[config.mk]
export PLATFORM = sky130hd
export DESIGN_NAME = id_ex_stage_flat
export DESIGN_NICKNAME = d
export VERILOG_FILES = /design/src/rtl/mips_pkg.sv /design/src/rtl/id_ex_stage_if.sv /design/src/rtl/id_ex_stage_fwd_select.sv /design/src/rtl/id_ex_stage.sv /design/src/flat_wrapper.sv
export SDC_FILE = /design/constraint.sdc
export NUM_CORES = 1
export LEC_CHECK = 0
export CORE_ASPECT_RATIO = 0.5
export CORE_UTILIZATION = 41
export CTS_CLUSTER_DIAMETER = 50
export CTS_CLUSTER_SIZE = 12
export DETAILED_ROUTE_END_ITERATION = 10
export HOLD_SLACK_MARGIN = 0.05
export PLACE_DENSITY = 0.88
export SETUP_SLACK_MARGIN = 0.5
export SYNTH_ARGS = -nofsm -noshare
export SYNTH_HDL_FRONTEND = slang
export SYNTH_HIERARCHICAL = 1
export SYNTH_SLANG_ARGS = --single-unit
[constraint.sdc]
create_clock -name i_clk -period 4.23 [get_ports i_clk]
set_input_delay 1.0575 -clock i_clk [delete_from_list [all_inputs] [get_ports i_clk]]
set_output_delay 1.0575 -clock i_clk [all_outputs]
set_load 0.1 [all_outputs]
[src/rtl/mips_pkg.sv]
// Shared definitions for the MIPS pipeline: forwarding mux select codes and register helpers.
// The EX operand muxes decode the same fwd_sel_t values produced by id_ex_stage.
package mips_pkg;

    typedef logic [4:0] reg_idx_t;

    typedef enum logic [1:0] {
        FWD_SEL_REG   = 2'b00,
        FWD_SEL_MEMWB = 2'b01,
        FWD_SEL_EXMEM = 2'b10
    } fwd_sel_t;

    localparam reg_idx_t REG_ZERO = 5'd0;

    // $0 is hardwired to zero, so a write to it must never be forwarded.
    function automatic logic fwd_hit(input logic reg_write, input reg_idx_t dest, input reg_idx_t src);
        return reg_write && (dest != REG_ZERO) && (dest == src);
    endfunction

endpackage

[src/rtl/id_ex_stage_if.sv]
// Bundle between ID, the ID/EX register and EX: decoded inputs, later-stage destinations, EX-side outputs.
// The master side is the surrounding pipeline; the slave side is id_ex_stage.
interface id_ex_stage_if #(
    parameter int BUS_WIDTH = 32,
    parameter int CTRL_W    = 8,
    parameter int CNT_W     = 16
);
    logic                 i_hold;
    logic                 i_flush;
    logic                 i_valid;
    logic [BUS_WIDTH-1:0] i_rs_data;
    logic [BUS_WIDTH-1:0] i_rt_data;
    logic [BUS_WIDTH-1:0] i_imm;
    logic [4:0]           i_rs;
    logic [4:0]           i_rt;
    logic                 i_uses_rt;
    logic [4:0]           i_dest;
    logic                 i_reg_write;
    logic                 i_mem_read;
    logic [CTRL_W-1:0]    i_ctrl;
    logic [4:0]           i_exmem_dest;
    logic                 i_exmem_reg_write;
    logic [4:0]           i_memwb_dest;
    logic                 i_memwb_reg_write;

    logic                 o_valid;
    logic [BUS_WIDTH-1:0] o_rs_data;
    logic [BUS_WIDTH-1:0] o_rt_data;
    logic [BUS_WIDTH-1:0] o_imm;
    logic [4:0]           o_rs;
    logic [4:0]           o_rt;
    logic [4:0]           o_dest;
    logic                 o_reg_write;
    logic                 o_mem_read;
    logic [CTRL_W-1:0]    o_ctrl;
    logic [1:0]           o_fwd_sel_a;
    logic [1:0]           o_fwd_sel_b;
    logic                 o_stall;
    logic [CNT_W-1:0]     o_stall_count;

    modport master (
        output i_hold, i_flush, i_valid, i_rs_data, i_rt_data, i_imm, i_rs, i_rt, i_uses_rt,
               i_dest, i_reg_write, i_mem_read, i_ctrl, i_exmem_dest, i_exmem_reg_write,
               i_memwb_dest, i_memwb_reg_write,
        input  o_valid, o_rs_data, o_rt_data, o_imm, o_rs, o_rt, o_dest, o_reg_write,
               o_mem_read, o_ctrl, o_fwd_sel_a, o_fwd_sel_b, o_stall, o_stall_count
    );

    modport slave (
        input  i_hold, i_flush, i_valid, i_rs_data, i_rt_data, i_imm, i_rs, i_rt, i_uses_rt,
               i_dest, i_reg_write, i_mem_read, i_ctrl, i_exmem_dest, i_exmem_reg_write,
               i_memwb_dest, i_memwb_reg_write,
        output o_valid, o_rs_data, o_rt_data, o_imm, o_rs, o_rt, o_dest, o_reg_write,
               o_mem_read, o_ctrl, o_fwd_sel_a, o_fwd_sel_b, o_stall, o_stall_count
    );

endinterface

[src/rtl/id_ex_stage_fwd_select.sv]
// Forwarding select for one EX operand: picks the youngest in-flight producer of the source register.
// Instantiated once per operand inside id_ex_stage.
module fwd_select
    import mips_pkg::*;
(
    input  logic     i_valid,
    input  reg_idx_t i_src,
    input  reg_idx_t i_exmem_dest,
    input  logic     i_exmem_reg_write,
    input  reg_idx_t i_memwb_dest,
    input  logic     i_memwb_reg_write,
    output fwd_sel_t o_sel
);

    // EX/MEM is checked first because it holds the newer value of a register written twice.
    always_comb begin
        o_sel = FWD_SEL_REG;
        if (i_valid) begin
            if (fwd_hit(i_exmem_reg_write, i_exmem_dest, i_src)) begin
                o_sel = FWD_SEL_EXMEM;
            end else if (fwd_hit(i_memwb_reg_write, i_memwb_dest, i_src)) begin
                o_sel = FWD_SEL_MEMWB;
            end
        end
    end

endmodule

[src/rtl/id_ex_stage.sv]
// ID/EX pipeline register with forwarding select generation, load-use stall detection
// and a saturating count of stall cycles.
module id_ex_stage
    import mips_pkg::*;
#(
    parameter int BUS_WIDTH = 32,
    parameter int CTRL_W    = 8,
    parameter int CNT_W     = 16
) (
    input logic         i_clk,
    input logic         i_reset,
    id_ex_stage_if.slave bus
);

    logic                 r_valid;
    logic [BUS_WIDTH-1:0] r_rs_data;
    logic [BUS_WIDTH-1:0] r_rt_data;
    logic [BUS_WIDTH-1:0] r_imm;
    reg_idx_t             r_rs;
    reg_idx_t             r_rt;
    reg_idx_t             r_dest;
    logic                 r_reg_write;
    logic                 r_mem_read;
    logic [CTRL_W-1:0]    r_ctrl;
    logic [CNT_W-1:0]     r_stall_count;

    logic                 w_stall;
    fwd_sel_t             w_fwd_sel_a;
    fwd_sel_t             w_fwd_sel_b;

    // A load in EX cannot forward its data in time for a dependent instruction in ID.
    assign w_stall = r_valid & r_mem_read & (r_dest != REG_ZERO) &
                     ((r_dest == bus.i_rs) | (bus.i_uses_rt & (r_dest == bus.i_rt)));

    always_ff @(posedge i_clk) begin
        if (i_reset) begin
            r_valid       <= 1'b0;
            r_rs_data     <= '0;
            r_rt_data     <= '0;
            r_imm         <= '0;
            r_rs          <= REG_ZERO;
            r_rt          <= REG_ZERO;
            r_dest        <= REG_ZERO;
            r_reg_write   <= 1'b0;
            r_mem_read    <= 1'b0;
            r_ctrl        <= '0;
            r_stall_count <= '0;
        end else if (!bus.i_hold) begin
            if (w_stall && (r_stall_count != '1)) begin
                r_stall_count <= r_stall_count + CNT_W'(1);
            end
            // Flush and stall share one bubble; data fields are zeroed so a bubble looks like reset.
            if (bus.i_flush || w_stall) begin
                r_valid     <= 1'b0;
                r_rs_data   <= '0;
                r_rt_data   <= '0;
                r_imm       <= '0;
                r_rs        <= REG_ZERO;
                r_rt        <= REG_ZERO;
                r_dest      <= REG_ZERO;
                r_reg_write <= 1'b0;
                r_mem_read  <= 1'b0;
                r_ctrl      <= '0;
            end else begin
                r_valid     <= bus.i_valid;
                r_rs_data   <= bus.i_rs_data;
                r_rt_data   <= bus.i_rt_data;
                r_imm       <= bus.i_imm;
                r_rs        <= bus.i_rs;
                r_rt        <= bus.i_rt;
                r_dest      <= bus.i_dest;
                r_reg_write <= bus.i_reg_write;
                r_mem_read  <= bus.i_mem_read;
                r_ctrl      <= bus.i_ctrl;
            end
        end
    end

    fwd_select u_fwd_a (
        .i_valid           (r_valid),
        .i_src             (r_rs),
        .i_exmem_dest      (bus.i_exmem_dest),
        .i_exmem_reg_write (bus.i_exmem_reg_write),
        .i_memwb_dest      (bus.i_memwb_dest),
        .i_memwb_reg_write (bus.i_memwb_reg_write),
        .o_sel             (w_fwd_sel_a)
    );

    fwd_select u_fwd_b (
        .i_valid           (r_valid),
        .i_src             (r_rt),
        .i_exmem_dest      (bus.i_exmem_dest),
        .i_exmem_reg_write (bus.i_exmem_reg_write),
        .i_memwb_dest      (bus.i_memwb_dest),
        .i_memwb_reg_write (bus.i_memwb_reg_write),
        .o_sel             (w_fwd_sel_b)
    );

    assign bus.o_valid       = r_valid;
    assign bus.o_rs_data     = r_rs_data;
    assign bus.o_rt_data     = r_rt_data;
    assign bus.o_imm         = r_imm;
    assign bus.o_rs          = r_rs;
    assign bus.o_rt          = r_rt;
    assign bus.o_dest        = r_dest;
    assign bus.o_reg_write   = r_reg_write;
    assign bus.o_mem_read    = r_mem_read;
    assign bus.o_ctrl        = r_ctrl;
    assign bus.o_fwd_sel_a   = w_fwd_sel_a;
    assign bus.o_fwd_sel_b   = w_fwd_sel_b;
    assign bus.o_stall       = w_stall;
    assign bus.o_stall_count = r_stall_count;

endmodule

[src/flat_wrapper.sv]
// flat-port wrapper written by rule: the top's interface ports become plain ports
module id_ex_stage_flat import mips_pkg::*;
#(
    parameter int BUS_WIDTH = 32,
    parameter int CTRL_W    = 8,
    parameter int CNT_W     = 16
)
  (i_clk, i_reset, bus_i_hold, bus_i_flush, bus_i_valid, bus_i_rs_data, bus_i_rt_data, bus_i_imm, bus_i_rs, bus_i_rt, bus_i_uses_rt, bus_i_dest, bus_i_reg_write, bus_i_mem_read, bus_i_ctrl, bus_i_exmem_dest, bus_i_exmem_reg_write, bus_i_memwb_dest, bus_i_memwb_reg_write, bus_o_valid, bus_o_rs_data, bus_o_rt_data, bus_o_imm, bus_o_rs, bus_o_rt, bus_o_dest, bus_o_reg_write, bus_o_mem_read, bus_o_ctrl, bus_o_fwd_sel_a, bus_o_fwd_sel_b, bus_o_stall, bus_o_stall_count);
  id_ex_stage_if #(.BUS_WIDTH(BUS_WIDTH), .CTRL_W(CTRL_W), .CNT_W(CNT_W)) bus_i ();
  input logic i_clk;
  input logic i_reset;
  input wire logic [$bits(bus_i.i_hold)-1:0] bus_i_hold;
  input wire logic [$bits(bus_i.i_flush)-1:0] bus_i_flush;
  input wire logic [$bits(bus_i.i_valid)-1:0] bus_i_valid;
  input wire logic [$bits(bus_i.i_rs_data)-1:0] bus_i_rs_data;
  input wire logic [$bits(bus_i.i_rt_data)-1:0] bus_i_rt_data;
  input wire logic [$bits(bus_i.i_imm)-1:0] bus_i_imm;
  input wire logic [$bits(bus_i.i_rs)-1:0] bus_i_rs;
  input wire logic [$bits(bus_i.i_rt)-1:0] bus_i_rt;
  input wire logic [$bits(bus_i.i_uses_rt)-1:0] bus_i_uses_rt;
  input wire logic [$bits(bus_i.i_dest)-1:0] bus_i_dest;
  input wire logic [$bits(bus_i.i_reg_write)-1:0] bus_i_reg_write;
  input wire logic [$bits(bus_i.i_mem_read)-1:0] bus_i_mem_read;
  input wire logic [$bits(bus_i.i_ctrl)-1:0] bus_i_ctrl;
  input wire logic [$bits(bus_i.i_exmem_dest)-1:0] bus_i_exmem_dest;
  input wire logic [$bits(bus_i.i_exmem_reg_write)-1:0] bus_i_exmem_reg_write;
  input wire logic [$bits(bus_i.i_memwb_dest)-1:0] bus_i_memwb_dest;
  input wire logic [$bits(bus_i.i_memwb_reg_write)-1:0] bus_i_memwb_reg_write;
  output wire logic [$bits(bus_i.o_valid)-1:0] bus_o_valid;
  output wire logic [$bits(bus_i.o_rs_data)-1:0] bus_o_rs_data;
  output wire logic [$bits(bus_i.o_rt_data)-1:0] bus_o_rt_data;
  output wire logic [$bits(bus_i.o_imm)-1:0] bus_o_imm;
  output wire logic [$bits(bus_i.o_rs)-1:0] bus_o_rs;
  output wire logic [$bits(bus_i.o_rt)-1:0] bus_o_rt;
  output wire logic [$bits(bus_i.o_dest)-1:0] bus_o_dest;
  output wire logic [$bits(bus_i.o_reg_write)-1:0] bus_o_reg_write;
  output wire logic [$bits(bus_i.o_mem_read)-1:0] bus_o_mem_read;
  output wire logic [$bits(bus_i.o_ctrl)-1:0] bus_o_ctrl;
  output wire logic [$bits(bus_i.o_fwd_sel_a)-1:0] bus_o_fwd_sel_a;
  output wire logic [$bits(bus_i.o_fwd_sel_b)-1:0] bus_o_fwd_sel_b;
  output wire logic [$bits(bus_i.o_stall)-1:0] bus_o_stall;
  output wire logic [$bits(bus_i.o_stall_count)-1:0] bus_o_stall_count;
  assign bus_i.i_hold = bus_i_hold;
  assign bus_i.i_flush = bus_i_flush;
  assign bus_i.i_valid = bus_i_valid;
  assign bus_i.i_rs_data = bus_i_rs_data;
  assign bus_i.i_rt_data = bus_i_rt_data;
  assign bus_i.i_imm = bus_i_imm;
  assign bus_i.i_rs = bus_i_rs;
  assign bus_i.i_rt = bus_i_rt;
  assign bus_i.i_uses_rt = bus_i_uses_rt;
  assign bus_i.i_dest = bus_i_dest;
  assign bus_i.i_reg_write = bus_i_reg_write;
  assign bus_i.i_mem_read = bus_i_mem_read;
  assign bus_i.i_ctrl = bus_i_ctrl;
  assign bus_i.i_exmem_dest = bus_i_exmem_dest;
  assign bus_i.i_exmem_reg_write = bus_i_exmem_reg_write;
  assign bus_i.i_memwb_dest = bus_i_memwb_dest;
  assign bus_i.i_memwb_reg_write = bus_i_memwb_reg_write;
  assign bus_o_valid = bus_i.o_valid;
  assign bus_o_rs_data = bus_i.o_rs_data;
  assign bus_o_rt_data = bus_i.o_rt_data;
  assign bus_o_imm = bus_i.o_imm;
  assign bus_o_rs = bus_i.o_rs;
  assign bus_o_rt = bus_i.o_rt;
  assign bus_o_dest = bus_i.o_dest;
  assign bus_o_reg_write = bus_i.o_reg_write;
  assign bus_o_mem_read = bus_i.o_mem_read;
  assign bus_o_ctrl = bus_i.o_ctrl;
  assign bus_o_fwd_sel_a = bus_i.o_fwd_sel_a;
  assign bus_o_fwd_sel_b = bus_i.o_fwd_sel_b;
  assign bus_o_stall = bus_i.o_stall;
  assign bus_o_stall_count = bus_i.o_stall_count;
  id_ex_stage #(.BUS_WIDTH(BUS_WIDTH), .CTRL_W(CTRL_W), .CNT_W(CNT_W)) u_core (.i_clk(i_clk), .i_reset(i_reset), .bus(bus_i));
endmodule
==> flow_summary.json <==
{
  "setup.worst_path.class": "primary input to primary output",
  "place_congestion": 0.813,
  "cp_cell_sequence": "clkdlybuf4s50_1 -> xor2_1 -> nor4_1 -> a32oi_2 -> nor2_4 -> buf_12",
  "timing.final.max_slew_violations": 0,
  "core.rowCount": 28,
  "path_delay_family": "buffers and inverters",
  "postLayoutSetupSlackWorst_ps": 556,
  "result_of_the_run": "complete, no violations",
  "clk_path_buf_depth": 2,
  "postSynthCellCount": 440,
  "cts_resized": 0,
  "ratio_of_cells_with_drive_above_1_in_the_final_layout_pct": 7.47,
  "totalNegativeSetupSlack_ps": 0,
  "register_bit_count_reported_by_yosys": 138,
  "wire_length_of_the_first_global_routing_pass_um": 25200,
  "worst-slew-pin-transition_ps": 1020,
  "yosysUniqueCellTypes": 41,
  "fmaxAchievable_mhz": 272,
  "cp.depth": 6,
  "dp_hpwl_um": 12100,
  "timing.critical_path.arrival_ps": 2620,
  "pre_cts_slack_ps": 579,
  "floorplan.die.width_um": 159,
  "ctsRootBufferMaster": "clkbuf_16",
  "grt-ovfl-total": 0,
  "syn2layout_area_growth_pct": 71.1,
  "detailed_place.area_um2": 8020,
  "htree_levels": 4,
  "drt_first_iter_violations": 270,
  "floorplan.core_area_um2": 11900,
  "most_numerous_cell_in_the_yosys_netlist": "dfxtp_1",
  "detail_route.wirelength_um": 17100,
  "final_core_util_pct": 72.7,
  "syn_avg_cell_area_um2": 11.5,
  "holdBufCountCts": 0,
  "synth_edf_count": 0,
  "synth.yosys.seq_area_share_pct": 54.6,
  "ir_drop_mv": 0.328,
  "finalInstanceArea_um2": 8660,
  "cts.sinks": 138,
  "worst_hold_path_type": "flop to flop",
  "fin_crit_ps": 3670,
  "fillers": 861,
  "die_h_um": 80.6,
  "regToRegStartpoint": "u_core/bus.o_dest[1]$_SDFFE_PP0N_",
  "max-slew-margin-rel_pct": 31.8,
  "yosysWarningCount": 6,
  "worst_path_max_delay_cell": "clkdlybuf4s50_1",
  "antenna_found_initial": 0,
  "pin_count": 282,
  "startpoint_type": "primary input",
  "grt.total_usage_pct": 25.4,
  "cts_buffers": 17,
  "worstSetupEndpointType": "primary output",
  "postSynthNetCount": 580,
  "synth_ff_type": "dfxtp_1",
  "fin_nets": 850,
  "worstPathBufferInverterCount": 2,
  "vias_per_cell": 5.31,
  "asyncSetResetFlopFracSynth_pct": 0,
  "grt_start_max_net_pins": 123,
  "first_global_vias": 4632,
  "die_area_um2": 12800,
  "critical_path.startpoint": "bus_i_rt[3]",
  "tritoncts": "yes",
  "synth_largest_type_area_fraction_pct": 54.6,
  "yosys.area.top_type": "dfxtp_1",
  "leading_cell_types_by_count_after_synthesis": "138 x dfxtp_1, 122 x a22o_1, 16 x clkbuf_1, 15 x xor2_1",
  "routed-via-count": 4716,
  "power_density_nw_per_um2": 424,
  "number_of_remaining_drc_errors": 0,
  "initial_core_util_pct": 42.5,
  "insertion_delay_to_the_later_sink_of_the_worst_skew_pair_ps": 400,
  "port_buffers": 281,
  "cp_data_required_time_ps": 3170,
  "antenna_left": 0,
  "maximum_fanout_count_along_the_critical_path": 2,
  "layout_worst_path_cycle_share_pct": 86.8,
  "route.detailed.wl_per_inst_um": 19.2,
  "finalClockSkew_ps": 9.87,
  "endpoint": "bus_o_stall",
  "syn-cell-area_um2": 5060,
  "max-cap-violations": 0,
  "postCtsSetupBuffers": 0,
  "reg2reg_setup_slack_ps": 1770,
  "rr_worst_depth": 7,
  "grt_setup_unrepaired": "no",
  "reg2reg_to": "u_core/bus.o_rt_data[11]$_SDFFE_PP0N_",
  "firstDrtPassIters": 4,
  "clkSlewWorstSetupHoldPaths_ps": 60,
  "report.final.setup_viol": 0,
  "hold_vio_cnt_final": 0,
  "leakagePower_nw": 3.25,
  "crit_path_max_incr_delay_ps": 450,
  "antenna_cells": 0,
  "netlist_top_cells_area": "dfxtp_1 55%, a22o_1 21%, xor2_1 2.6%"
}
-- worst min path at each step --
stage                                               from                                         to  slack, ps  depth (start not counted)
2_1_floorplan  u_core/bus.o_stall_count[15]$_SDFFE_PP0P_  u_core/bus.o_stall_count[15]$_SDFFE_PP0P_        950                          2
3_3_place_gp        u_core/bus.o_rt_data[2]$_SDFFE_PP0N_       u_core/bus.o_rt_data[2]$_SDFFE_PP0N_        450                          1
3_5_place_dp       u_core/bus.o_rt_data[10]$_SDFFE_PP0N_      u_core/bus.o_rt_data[10]$_SDFFE_PP0N_        450                          1
4_1_cts            u_core/bus.o_rt_data[14]$_SDFFE_PP0N_      u_core/bus.o_rt_data[14]$_SDFFE_PP0N_        470                          1
5_1_grt                 u_core/bus.o_imm[1]$_SDFFE_PP0N_           u_core/bus.o_imm[1]$_SDFFE_PP0N_        490                          1
6_report                u_core/bus.o_imm[9]$_SDFFE_PP0N_           u_core/bus.o_imm[9]$_SDFFE_PP0N_        470                          1
-- report_power, final --
| group | switching, mW | leakage [nW] | internal (mW) |
|---|---|---|---|
| Combinational | 0.445 | 1.82 | 0.242 |
| Clock | 0.551 | 0.311 | 1.05 |
| Sequential | 0.0373 | 1.12 | 1.35 |
-- registers in the layout, indices dropped and copies added, names as in the netlist --
register	flops
u_core/bus.o_rt_data	32
u_core/bus.o_rs	5
u_core/bus.o_imm	32
u_core/bus.o_dest	5
u_core/bus.o_mem_read	1
u_core/bus.o_stall_count	16
u_core/bus.o_rt	5
u_core/bus.o_ctrl	8
u_core/bus.o_valid	1
u_core/bus.o_rs_data	32
u_core/bus.o_reg_write	1
-- cells in the final DEF (no fill, tap or decap), types with 3 or more instances in the layout --
master / instances
inv_1: 4
o21ai_0: 3
clkbuf_8: 4
mux2_1: 4
clkbuf_16: 17
or4_1: 8
clkinv_2: 3
o31ai_1: 8
nor2b_1: 5
o21ai_1: 4
bufinv_16: 4
buf_4: 3
and4_1: 3
buf_12: 7
xor2_1: 15
a22o_1: 122
nor3_1: 8
clkinvlp_4: 3
clkdlybuf4s50_1: 276
a21oi_1: 10
nand4_1: 7
nor2_1: 7
nand2_1: 3
xnor2_1: 11
and3_1: 3
nand3_1: 11
nor4_1: 6
dfxtp_1: 138
-- layer usage --
metal | vias up | GRT usage, % | routed length (um)
li1 | 2241 | - | -
met1 | 2313 | 29.5 | 6940
met2 | 127 | 46.8 | 9190
met3 | 35 | 4.55 | 549
met4 | 0 | 11.2 | 397
met5 | - | 0 | 0
-- cell families after synthesis --
family	Yosys count	share of synthesized area (%)
muxes	4	0.889
AOI/OAI and AO/OA	156	25.8
and+or+nand+nor	76	9.39
xor gates and xnor gates	26	4.50
DFF	138	54.6
adders and majority gates	1	0.247
buffers and inverters	39	4.65
-- area by class of cell --
cell class	instances	area (um^2)	area share (%)
clock buffer	21	480	5.55
clock inverter	11	166	1.92
tap	165	206	2.38
sequential	138	2760	31.9
multi-input combinational	263	2110	24.3
timing repair buffer	286	2930	33.8
inverter	4	15.0	0.173
-- worst register-to-register path, delay by kind of cell (launching register included) --
kind | cells | cell delay [ps]
flip-flops | 1 | 480
XOR/XNOR | 1 | 130
AO/OA/AOI/OAI | 3 | 810
buffers and inverters | 2 | 550
AND/OR/NAND/NOR | 1 | 380
-- through the flow --
step                      hold slack (ps)  power (mW)  std cells
after CTS                             475        3.68        888
after global routing                  488        3.78        888
after detailed placement              454        2.09        856
final                                 473        3.67        888
after global placement                455        2.08        856
after floorplan                       945        1.84        440
Power figures use the tool's default switching activity.
